===== config.mk =====
export PLATFORM = sky130hd
export DESIGN_NAME = counter_event_logger
export DESIGN_NICKNAME = d
export VERILOG_FILES = /design/src/rtl/counter_event_logger_pkg.sv /design/src/rtl/counter_event_logger_event_fifo.sv /design/src/rtl/counter_event_logger.sv
export SDC_FILE = /design/constraint.sdc
export NUM_CORES = 1
export LEC_CHECK = 0
export ABC_AREA = 1
export BUFFER_PORTS_ARGS = -buffer_cell sky130_fd_sc_hd__buf_2
export CAP_MARGIN = 20
export CORE_AREA = 2 2 113 104
export CTS_CLUSTER_DIAMETER = 30
export DETAILED_ROUTE_END_ITERATION = 10
export DIE_AREA = 0 0 115 106
export GPL_ROUTABILITY_DRIVEN = 0
export HOLD_SLACK_MARGIN = 0.03
export PLACE_DENSITY = 0.59
export SLEW_MARGIN = 0
export SYNTH_ARGS = -nofsm -noshare
export SYNTH_HDL_FRONTEND = slang
export SYNTH_HIERARCHICAL = 1
export SYNTH_SLANG_ARGS = --single-unit

===== constraint.sdc =====
create_clock -name clk -period 6.65 [get_ports clk]
set_input_delay 0 -clock clk [delete_from_list [all_inputs] [get_ports clk]]
set_output_delay 0 -clock clk [all_outputs]
set_load 0.05 [all_outputs]

===== src/rtl/counter_event_logger_pkg.sv =====
// Shared types and constants for the counter event logger and the counter host it listens to.
package counter_event_logger_pkg;

    localparam int CNT_W = 12;

    typedef struct packed {
        logic             ovf_tag;
        logic [CNT_W-1:0] count;
    } event_entry_t;

    // Level counter must represent 0..depth inclusive.
    function automatic int level_w(input int depth);
        return $clog2(depth) + 1;
    endfunction

endpackage


===== src/rtl/counter_event_logger_event_fifo.sv =====
// Small strict-order FIFO for captured events; head is read straight from storage.
module event_fifo
    import counter_event_logger_pkg::*;
#(
    parameter int  DEPTH   = 4,
    parameter type entry_t = event_entry_t,
    localparam int LW      = level_w(DEPTH)
) (
    input  logic          clk,
    input  logic          rst,
    input  logic          clear,
    input  logic          push,
    input  logic          pop,
    input  entry_t        wdata,
    output entry_t        rdata,
    output logic [LW-1:0] level,
    output logic          full,
    output logic          empty
);

    localparam int PW = $clog2(DEPTH);

    entry_t          mem [DEPTH];
    entry_t          hold_q;
    logic [PW-1:0]   wr_ptr, rd_ptr;
    logic [LW-1:0]   level_q;
    logic            do_push, do_pop;

    assign empty   = (level_q == '0);
    assign full    = (level_q == LW'(DEPTH));
    assign do_pop  = pop & ~empty & ~clear;
    // A full FIFO still accepts a write when the head leaves in the same cycle.
    assign do_push = push & (~full | do_pop) & ~clear;

    always_ff @(posedge clk or posedge rst) begin
        if (rst) begin
            for (int i = 0; i < DEPTH; i++) mem[i] <= '0;
            wr_ptr  <= '0;
            rd_ptr  <= '0;
            level_q <= '0;
            hold_q  <= '0;
        end else if (clear) begin
            if (!empty) hold_q <= mem[rd_ptr];
            wr_ptr  <= '0;
            rd_ptr  <= '0;
            level_q <= '0;
        end else begin
            if (do_push) begin
                mem[wr_ptr] <= wdata;
                wr_ptr      <= wr_ptr + PW'(1);
            end
            if (do_pop) begin
                hold_q <= mem[rd_ptr];
                rd_ptr <= rd_ptr + PW'(1);
            end
            case ({do_push, do_pop})
                2'b10:   level_q <= level_q + LW'(1);
                2'b01:   level_q <= level_q - LW'(1);
                default: level_q <= level_q;
            endcase
        end
    end

    // Once drained, keep showing the last head rather than a stale slot.
    assign rdata = empty ? hold_q : mem[rd_ptr];
    assign level = level_q;

endmodule


===== src/rtl/counter_event_logger.sv =====
// Timestamps rising edges of the host pulse, tags them with pending overflow and queues them for readout.
module counter_event_logger
    import counter_event_logger_pkg::*;
#(
    parameter int WIDTH  = CNT_W,
    parameter int DEPTH  = 4,
    parameter int DROP_W = 8
) (
    input  logic                      clk,
    input  logic                      rst,
    input  logic [WIDTH-1:0]          count_in,
    input  logic                      overflow_in,
    input  logic                      pulse_in,
    input  logic                      clear,
    output logic                      out_valid,
    input  logic                      out_ready,
    output logic [WIDTH:0]            out_data,
    output logic [level_w(DEPTH)-1:0] fifo_level,
    output logic [DROP_W-1:0]         drop_count
);

    localparam logic [DROP_W-1:0] DROP_MAX = '1;

    logic         pulse_d;
    logic         ovf_sticky;
    logic         evt, push, pop, full, empty;
    event_entry_t wentry, head;

    assign evt = pulse_in & ~pulse_d;
    assign pop = ~empty & out_ready;
    assign push = evt & (~full | pop);

    assign wentry.ovf_tag = ovf_sticky | overflow_in;
    assign wentry.count   = count_in;

    always_ff @(posedge clk or posedge rst) begin
        if (rst) pulse_d <= 1'b0;
        else     pulse_d <= pulse_in;
    end

    // Every event consumes the pending overflow, whether it was stored or dropped.
    always_ff @(posedge clk or posedge rst) begin
        if (rst)              ovf_sticky <= 1'b0;
        else if (clear)       ovf_sticky <= 1'b0;
        else if (evt)         ovf_sticky <= 1'b0;
        else if (overflow_in) ovf_sticky <= 1'b1;
    end

    always_ff @(posedge clk or posedge rst) begin
        if (rst)
            drop_count <= '0;
        else if (clear)
            drop_count <= '0;
        else if (evt && !push && drop_count != DROP_MAX)
            drop_count <= drop_count + DROP_W'(1);
    end

    event_fifo #(
        .DEPTH   (DEPTH),
        .entry_t (event_entry_t)
    ) u_fifo (
        .clk   (clk),
        .rst   (rst),
        .clear (clear),
        .push  (push),
        .pop   (pop),
        .wdata (wentry),
        .rdata (head),
        .level (fifo_level),
        .full  (full),
        .empty (empty)
    );

    assign out_valid = ~empty;
    assign out_data  = head;

endmodule

Yosys cells after proc, flatten, opt, wreduce, memory -nomap -nowiden
Index checks and enable logic that the tools add are counted.
{ "op_classes": {"n_lt_le_gt_ge": 3, "addsub": 5, "n_reduce_logical": 11, "muxes": 20, "n_eq_ne": 4, "bitwise": 16} }
{ "op_table": {"columns": ["op", "count"], "rows": [
  ["$mux 13", 6],
  ["$bwmux 52", 1],
  ["$bmux 13 s2", 1],
  ["$demux 13 s2", 1],
  ["$mux 8", 2],
  ["$add 8x1->8 const B", 1],
  ["$mux 2", 4],
  ["$ne 8x8->1 const B", 1],
  ["$and 1x1->1", 7],
  ["$ge 3x3->1 const B", 2],
  ["$not 2->3", 2],
  ["$pmux 3 s2", 1],
  ["$reduce_bool 2->1", 3],
  ["$reduce_bool 3->1", 2],
  ["$add 2x1->2 const B", 2],
  ["$not 1->1", 4],
  ["$add 3x1->3 const B", 1],
  ["$eq 3x3->1 const B", 1],
  ["$logic_and 1x1->1", 3],
  ["$logic_not 3->1", 1],
  ["$lt 3x1->1 const B", 1],
  ["$mux 1", 3],
  ["$mux 3", 1],
  ["$or 1x1->1", 3],
  ["5 further kinds", 5]
]} }
{ "word_totals": {"inputBits": 18, "out_inout_bits": 25, "ff_bits": 82, "wordCells": 75} }

Logic depth before layout (Yosys ltp)
Gate-level depths: netlist of run 1.
{ "logic_depth": {"word_depth": 11, "ltp_mapped": 17, "depth_no_buf": 15} }

By module
The synthesis of run 1 kept the hierarchy.
{ "by_module_without_submodules": {"columns": ["module", "area_each_um2", "n_inst", "seq_area_each_um2", "cells_per_inst"], "rows": [
  ["event_fifo", 3692.3, 1, 1801.7, 476],
  ["counter_event_logger", 646.9, 1, 250.2, 93]
]} }

Worst setup path before layout of run 1
OpenSTA, ideal clock, no wires.
{ "synth_path": {"kind": "reg2reg", "start": "reg u_fifo.level_q[0] (netlist: u_fifo/level[0])", "end": "reg u_fifo.level_q[2] (netlist: u_fifo/level[2])", "t_arrival_ps": 2944, "path_slack_ps": 3588, "path_stages_with_launch": 16, "setup_time_ps": 118, "path_buffers": 1, "period_less_slack_ps": 3062, "required_time_ps": 6532, "path_cell_list": "dfrtp_1 nor2_2 nand2_1 inv_1 buf_2 inv_1 nand2_1 a21oi_1 inv_1 nand3_1 inv_1 fa_1 inv_1 nand3_1 nand3_1 nand2_1"} }
{ "synth_via": {"elab_cells_between_ends": 19, "cone_classes": "add/sub (2); eq/ne (3); mux (2); bitwise (10); reduce/logical (2)"} }
{ "synth_lines": {"columns": ["item", "line_no", "source"], "rows": [
  ["start, declared", "counter_event_logger_event_fifo.sv:26", "logic [LW-1:0] level_q;"],
  ["start signal, assigned", "counter_event_logger_event_fifo.sv:57", "2'b10: level_q <= level_q + LW'(1);"],
  ["start signal, assigned", "counter_event_logger_event_fifo.sv:58", "2'b01: level_q <= level_q - LW'(1);"],
  ["start signal, assigned", "counter_event_logger_event_fifo.sv:59", "default: level_q <= level_q;"],
  ["$logic_not 3->1 (*)", "counter_event_logger_event_fifo.sv:29", "assign empty = (level_q == '0);"],
  ["net empty", "counter_event_logger.sv:26", "logic evt, push, pop, full, empty;"],
  ["$not 1->1 (*)", null, null],
  ["net out_valid", "counter_event_logger.sv:15", "output logic out_valid,"],
  ["$and 1x1->1 (*)", "counter_event_logger.sv:30", "assign pop = ~empty & out_ready;"],
  ["$or 1x1->1 (*)", "counter_event_logger.sv:31", "assign push = evt & (~full | pop);"],
  ["$and 1x1->1 (*)", "counter_event_logger.sv:31", null],
  ["net push", "counter_event_logger.sv:26", null],
  ["$and 1x1->1 (*) (2 in a row)", "counter_event_logger_event_fifo.sv:33", "assign do_push = push & (~full | do_pop) & ~clear;"],
  ["$eq 2x1->1 / $eq 2x2->1 (equally long branches)", "counter_event_logger_event_fifo.sv:56", "case ({do_push, do_pop})"],
  ["$pmux 3 s2", "counter_event_logger_event_fifo.sv:56", null],
  ["$mux 3", "counter_event_logger_event_fifo.sv:42", "end else if (clear) begin"]
]} }
The timed path passes the listed nets; every way through them passes the cells marked *.
A chain may end at the register's enable or synchronous reset.

Final worst setup path of run 1
{ "layout_path": {"start": "reg u_fifo.level_q[0] (netlist: u_fifo/level[0])", "end": "reg u_fifo.level_q[2] (netlist: u_fifo/level[2])"} }
{ "layout_via": {"elab_chain_cells": 11, "elab_cells_between_ends": 19, "cone_classes": "add/sub (2); eq/ne (3); mux (2); bitwise (10); reduce/logical (2)"} }
{ "layout_lines": {"columns": ["item", "line_no", "source"], "rows": [
  ["$logic_not 3->1 (*)", "counter_event_logger_event_fifo.sv:29", null],
  ["net empty", "counter_event_logger.sv:26", null],
  ["$not 1->1 (*)", "counter_event_logger.sv:30", null],
  ["$and 1x1->1 (*)", "counter_event_logger.sv:30", null],
  ["net pop", "counter_event_logger.sv:26", null],
  ["$and 1x1->1 (2 in a row)", "counter_event_logger_event_fifo.sv:31", "assign do_pop = pop & ~empty & ~clear;"],
  ["$or 1x1->1", "counter_event_logger_event_fifo.sv:33", null],
  ["$and 1x1->1 (2 in a row)", "counter_event_logger_event_fifo.sv:33", null],
  ["$eq 2x1->1 / $eq 2x2->1 (equally long branches)", "counter_event_logger_event_fifo.sv:56", null],
  ["$pmux 3 s2", "counter_event_logger_event_fifo.sv:56", null],
  ["$mux 3", "counter_event_logger_event_fifo.sv:42", null]
]} }
Marked as above.

==> results of run 1 <==
## layout make-up
| cell class | instances | area [sq um] |
|---|---|---|
| Clock buffer | 11 | 243 |
| Clock inverter | 5 | 61.3 |
| Fill cell | 1127 | 6100 |
| Inverter | 32 | 128 |
| Multi-Input combinational cell | 431 | 1990 |
| Sequential cell | 82 | 2050 |
| Tap cell | 136 | 170 |
| Timing Repair Buffer | 58 | 365 |
## routing by layer
metal / vias up / routed length, microns
met1: 1779 / 5210
li1: 1880 / -
met5: - / 0
met4: 0 / 149
met2: 87 / 4720
met3: 11 / 476
## placed cells by master, fill, tap and decap left out, types with 5 or more instances in the layout
cell	synthesis	routed
o211ai_1	13	13
nand2_1	288	288
clkbuf_16	0	9
nand2_4	8	8
nor2_4	5	5
nor2_1	13	13
inv_1	28	27
buf_2	7	42
dlygate4sd3_1	0	14
dfrtp_1	82	82
nand3_1	58	58
o21ai_0	18	18
ha_1	5	5
a21oi_1	6	6
## registers in the layout, indices dropped and copies added (netlist names)
register	count
u_fifo/rd_ptr	2
u_fifo/hold_q	13
u_fifo/wr_ptr	2
pulse_d	1
u_fifo/mem	52
drop_count	8
u_fifo/level	3
ovf_sticky	1
## worst min path at each step
stage | from | end | depth (start not counted)
after floorplan | rst | drop_count[0] | 1
after global placement | rst | drop_count[2] | 2
after detailed placement | rst | drop_count[1] | 2
after CTS | overflow_in | u_fifo/mem[25] | 4
after global routing | overflow_in | u_fifo/mem[12] | 4
final | overflow_in | u_fifo/mem[12] | 4
## worst register-to-register path, delay by kind of cell (launching register included)
family | cells | cell delay [ns]
adders and majority gates | 1 | 0.38
buffers and inverters | 6 | 0.94
and+or+nand+nor | 7 | 0.81
DFF | 1 | 0.44
AOI/OAI and AO/OA | 1 | 0.06
## cells by family (layout without fill, tap and decap cells)
| logic type | count (synthesis) | in the layout | share of synthesized area |
|---|---|---|---|
| XOR/XNOR | 1 | 1 | 0.00202 |
| flip-flops | 82 | 82 | 0.473 |
| buffers and inverters | 56 | 106 | 0.0678 |
| AO/OA/AOI/OAI | 39 | 39 | 0.0557 |
| adder cells (fa/ha/maj) | 6 | 6 | 0.0190 |
| AND/OR/NAND/NOR | 385 | 385 | 0.383 |
## per-stage QoR
stage                     cell area, sq um  utilization  total power [mW]
after floorplan                       4340            -             0.913
after global placement                4570        0.411             0.990
after detailed placement              4570        0.411              1.00
after CTS                             5010        0.451              1.52
after global routing                  5010        0.451              1.59
final                                 5010        0.451              1.51
## power by group
part           internal [mW]  switching (mW)
sequential             0.582          0.0459
clock                  0.303           0.206
combinational          0.103           0.268
==> results_dict.tcl, run 1 <==
set metrics [dict create \
    period_share 0.410 \
    postRouteAntennaNets 0 \
    nets 638 \
    grt_max_degree 73 \
    irDropWorstVdd_mv 0.112 \
    die_area_sq_um 12200 \
    hp-class "in -> reg" \
    vias_per_cell 4.98 \
    cts_tree "built" \
    die_x_microns 115 \
    synth_cells 569 \
    cp_top_family "buffers and inverters" \
    outcome "finished, final reports clean" \
    diodes 0 \
    insertion_delay_ns 0.34 \
    drive_gt1_frac 0.136 \
    rrSetupSlack_ns 3.92 \
    syn_area_sq_um 4340 \
    drtPass1Iterations 5 \
    clock_skew_ns 0.00869 \
    initial_core_util 0.391 \
    rsz0062_at_grt "no" \
    cpMaxStageDelayCell "inv_1" \
    max-slew-margin-rel 0.387 \
    io_pins 43 \
    powerDensity_nw_per_um2 301 \
    path_depth 15 \
    cp_slowest_stage_delay_ns 0.51 \
    top_usage_layer "met2" \
    yosys_warnings 6 \
    wirelength_mm 10.6 \
    dp_cells 725 \
    tns_ns 0 \
    avgSynthCellArea_sq_um 7.63 \
    cp-startpoint "u_fifo/level[0]" \
    grt_pass1_wl_mm 17.6 \
    timing.rr.end "u_fifo/level[2]" \
    core.rowCount 37 \
    hpwl_mm 6.83 \
    max_freq_mhz 367 \
    synth.most_common_cell "nand2_1" \
    grt_util_all_layers 0.185 \
    drt_iter0_drc 308 \
    htreeDepth 3 \
    grtUsageMet1 0.271 \
    path_buf_inv 6 \
    worst-path-max-fanout 27 \
    r2r-start "u_fifo/level[0]" \
    crit_end "u_fifo/level[2]" \
    synthTopCellsByCount "nand2_1 (288), dfrtp_1 (82), nand3_1 (58)" \
    drv_slew 0 \
    overflow 0 \
    crit_top_cell "inv_1" \
    groute.layer.met3.usage 0.0251 \
    max-cap-violations 0 \
    met2_usage 0.274 \
    core_sq_um 11100 \
    async_flop_share 1.00 \
    fin_ws_ns 3.92 \
    grt_pass1_vias 3476 \
    synth_edf_count 0 \
    path_class "reg -> reg" \
    pre_cts_slack_ns 3.94 \
    hold_ws_ns 0.0445 \
    cts-root-buf "clkbuf_16" \
    vias 3757 \
    cts.hold.buffers_added 14 \
    critPathArrivalTime_ns 2.95 \
    final-hold-violation-count 0 \
    crit_path_end_kind "register" \
    ys_ff_latch 82 \
    worstPathRequired_ns 6.88 \
    cts_setup_buffers 0 \
    cp-start-kind "register" \
    power_leakage_nw 2.63 \
    cts_buffer_depth 2 \
    clk_pin_slew_ns 0.07 \
    ff2ff_path_depth 15 \
    fin_cells 755 \
    finalSetupViolCount 0 \
    yosysSeqAreaShare 0.473 \
    portBuffers 42 \
    grt_antenna_before_repair 0 \
    cts.sinks 82 \
    cts_buffers 9 \
    ys_types 31 \
    synth_top_cell_area_share 0.473 \
    period_needed_ns 2.73 \
    tightest_slew_ns 0.919 \
    post-synth-top-area-cell "dfrtp_1" \
    die_h_microns 106 \
    cts-resized-gates 0 \
    synth_flop_cell "dfrtp_1" \
    yosys-top-cells-area "dfrtp_1 (47%), nand2_1 (25%), nand3_1 (6.7%)" \
    syn_nets 593 \
    drc_errors 0 \
    avgRoutedWirePerCell_microns 14.0 \
    syn_to_final_growth_pct 15.5 \
    path_cells "nor2_2, nand2_1, inv_1, inv_1, nand2_1, inv_1, inv_1, a21oi_4, nand3_1, inv_1, fa_1, inv_1, nand3_1, nand3_1, nand2_1" \
]
Power figures use the tool's default switching activity.
==> run 2, diff against run 1 <==
==> constraint.sdc (replaced) <==
create_clock -name clk -period 2.7 [get_ports clk]
set_input_delay 0 -clock clk [delete_from_list [all_inputs] [get_ports clk]]
set_output_delay 0 -clock clk [all_outputs]
set_load 0.05 [all_outputs]
==> run 2 against run 1 <==
Compared with the run above: register-to-register slack lost 3.5 ns; sequential cell count unchanged; cell count rose by 0.66%; critical path depth fell by 1; first-iteration DRC count increased by 8.8%; non-clock buffer count is 5 higher; routed wire length increased by 2.0%; sequential share of layout area down 0.65 points; combinational power grew 150%; final area rose by 1.8%; global-route usage is 0.41 points higher.
==> results_dict.tcl, run 2 (synthesis gave the netlist of run 1 again) <==
set metrics [dict create \
    outcome "finished, final reports clean" \
    crit_top_cell "nand2_1" \
    finalSetupViolCount 0 \
    layout_common_cells "nand2_1 (288), dfrtp_1 (79), nand3_1 (58), buf_2 (42), inv_1 (26)" \
    critPathArrivalTime_ns 2.52 \
    max_freq_mhz 445 \
    dp_cells 730 \
    drv_slew 0 \
    io_pins 43 \
    diodes 0 \
    powerDensity_nw_per_um2 763 \
    top_regs "u_fifo/mem (52), u_fifo/hold_q (13), drop_count (8)" \
    top_register "u_fifo/mem" \
    fin_ws_ns 0.454 \
    grt_antenna_before_repair 0 \
    drt_iter0_drc 335 \
    hold_ws_ns 0.0409 \
    drive_gt1_frac 0.149 \
    utilization 0.459 \
    cts-resized-gates 0 \
    grt_pass1_wl_mm 17.9 \
    power_leakage_nw 2.65 \
    path_buf_inv 4 \
    tightest_slew_ns 0.921 \
    clock_skew_ns 0.00714 \
    period_needed_ns 2.25 \
    path_cells "nor2_4, nand2_1, inv_1, clkinvlp_4, nand2_1, inv_1, inv_1, a21oi_4, nand2_4, nand2_4, nand3_4, nor2_4, nand2_1, nand2_1" \
    grt_max_degree 73 \
    vias 3781 \
    cts_buffers 9 \
    ff_latch_area_sq_um 2060 \
    path_class "reg -> reg" \
    hpwl_mm 7.11 \
    max-cap-violations 0 \
    cts.sinks 82 \
    cts_tree "built" \
    nets 643 \
    hp-class "in -> reg" \
    htreeDepth 3 \
    core.rowCount 37 \
    rsz0062_at_grt "no" \
    cts_buffer_depth 2 \
    die_area_sq_um 12200 \
    tns_ns 0 \
    layout_commonest_cell "nand2_1" \
    irDropWorstVdd_mv 0.275 \
    design_power_total_mw 3.89 \
    syn_to_final_growth_pct 17.6 \
    final_cell_area_sq_um 5100 \
    period_share 0.832 \
    overflow 0 \
    drc_errors 0 \
    die_h_microns 106 \
    cts-root-buf "clkbuf_16" \
    core_sq_um 11100 \
    initial_core_util 0.391 \
    drtPass1Iterations 4 \
    cpMaxStageDelayCell "dfrtp_2" \
    fin_cells 760 \
    die_x_microns 115 \
    cp_slowest_stage_delay_ns 0.43 \
    placed_cell_area_sq_um 4620 \
    postRouteAntennaNets 0 \
    final-hold-violation-count 0 \
    vias_per_cell 4.98 \
    crit_path_end_kind "register" \
    grt_pass1_vias 3513 \
    cp_top_family "simple AND/OR/NAND/NOR gates" \
    worst-path-max-fanout 14 \
    insertion_delay_ns 0.34 \
    portBuffers 42 \
    avgRoutedWirePerCell_microns 14.2 \
    grt_util_all_layers 0.189 \
    multi_input_area_sq_um 2000 \
    cp-start-kind "register" \
    wirelength_mm 10.8 \
    nFillCells 1106 \
    clk_pin_slew_ns 0.06 \
    largest_reg_flops 52 \
    max-slew-margin-rel 0.386 \
    pre_cts_slack_ns 0.487 \
    worstPathRequired_ns 2.98 \
]
[run 2: cell count changes in the layout (fill, tap and decap cells not counted), sizes merged]
| cell | delta |
|---|---|
| clkbuf | -1 |
| clkinvlp | +2 |
| clkinv | -1 |
| bufinv | +2 |
| buf | +5 |
| inv | -2 |
[run 2: where the power goes]
group          internal (mW)  switching (mW)  total (mW)
registers               1.43           0.116        1.55
clock network          0.907           0.508        1.41
logic                  0.262           0.665       0.927
[run 2: metal layers]
metal / global-route usage / routed length (microns)
met2: 0.279 / 4830
met1: 0.275 / 5360
met5: 0 / 0
met4: 0.0499 / 61
met3: 0.0485 / 513
[run 2: final timing paths]
path	slack, ns	endpoint	cells after the start	start
worst max-delay path	0.45	u_fifo/mem[4]	14	u_fifo/level[0]
min in group asynchronous	0.22	drop_count[5]	3	rst
max in group asynchronous	1.55	u_fifo/level[2]	4	rst
worst min register to register	0.47	u_fifo/mem[47]	2	u_fifo/mem[47]
worst max register to register	0.45	u_fifo/mem[4]	14	u_fifo/level[0]
worst min-delay path	0.04	u_fifo/mem[38]	4	overflow_in
[run 2: worst reg2reg max path, delay by kind of cell, from the launching register on]
| kind | cells | cell delay [ns] |
|---|---|---|
| flip-flops | 1 | 0.43 |
| AND/OR/NAND/NOR | 9 | 1.27 |
| buffers and inverters | 4 | 0.32 |
| AO/OA/AOI/OAI | 1 | 0.18 |
[run 2: timing repair]
item	4_1_cts	5_1_grt
hold buffers	14	0
setup buffers	0	0
endpoints found under the hold margin	131	0
[run 2: area by class of cell]
| class | count | area share |
|---|---|---|
| clock buffer | 10 | 0.0449 |
| inverter | 32 | 0.0257 |
| timing repair buffer | 63 | 0.0790 |
| sequential | 82 | 0.403 |
| clock inverter | 6 | 0.0226 |
| multi-input combinational | 431 | 0.392 |
| tap | 136 | 0.0333 |
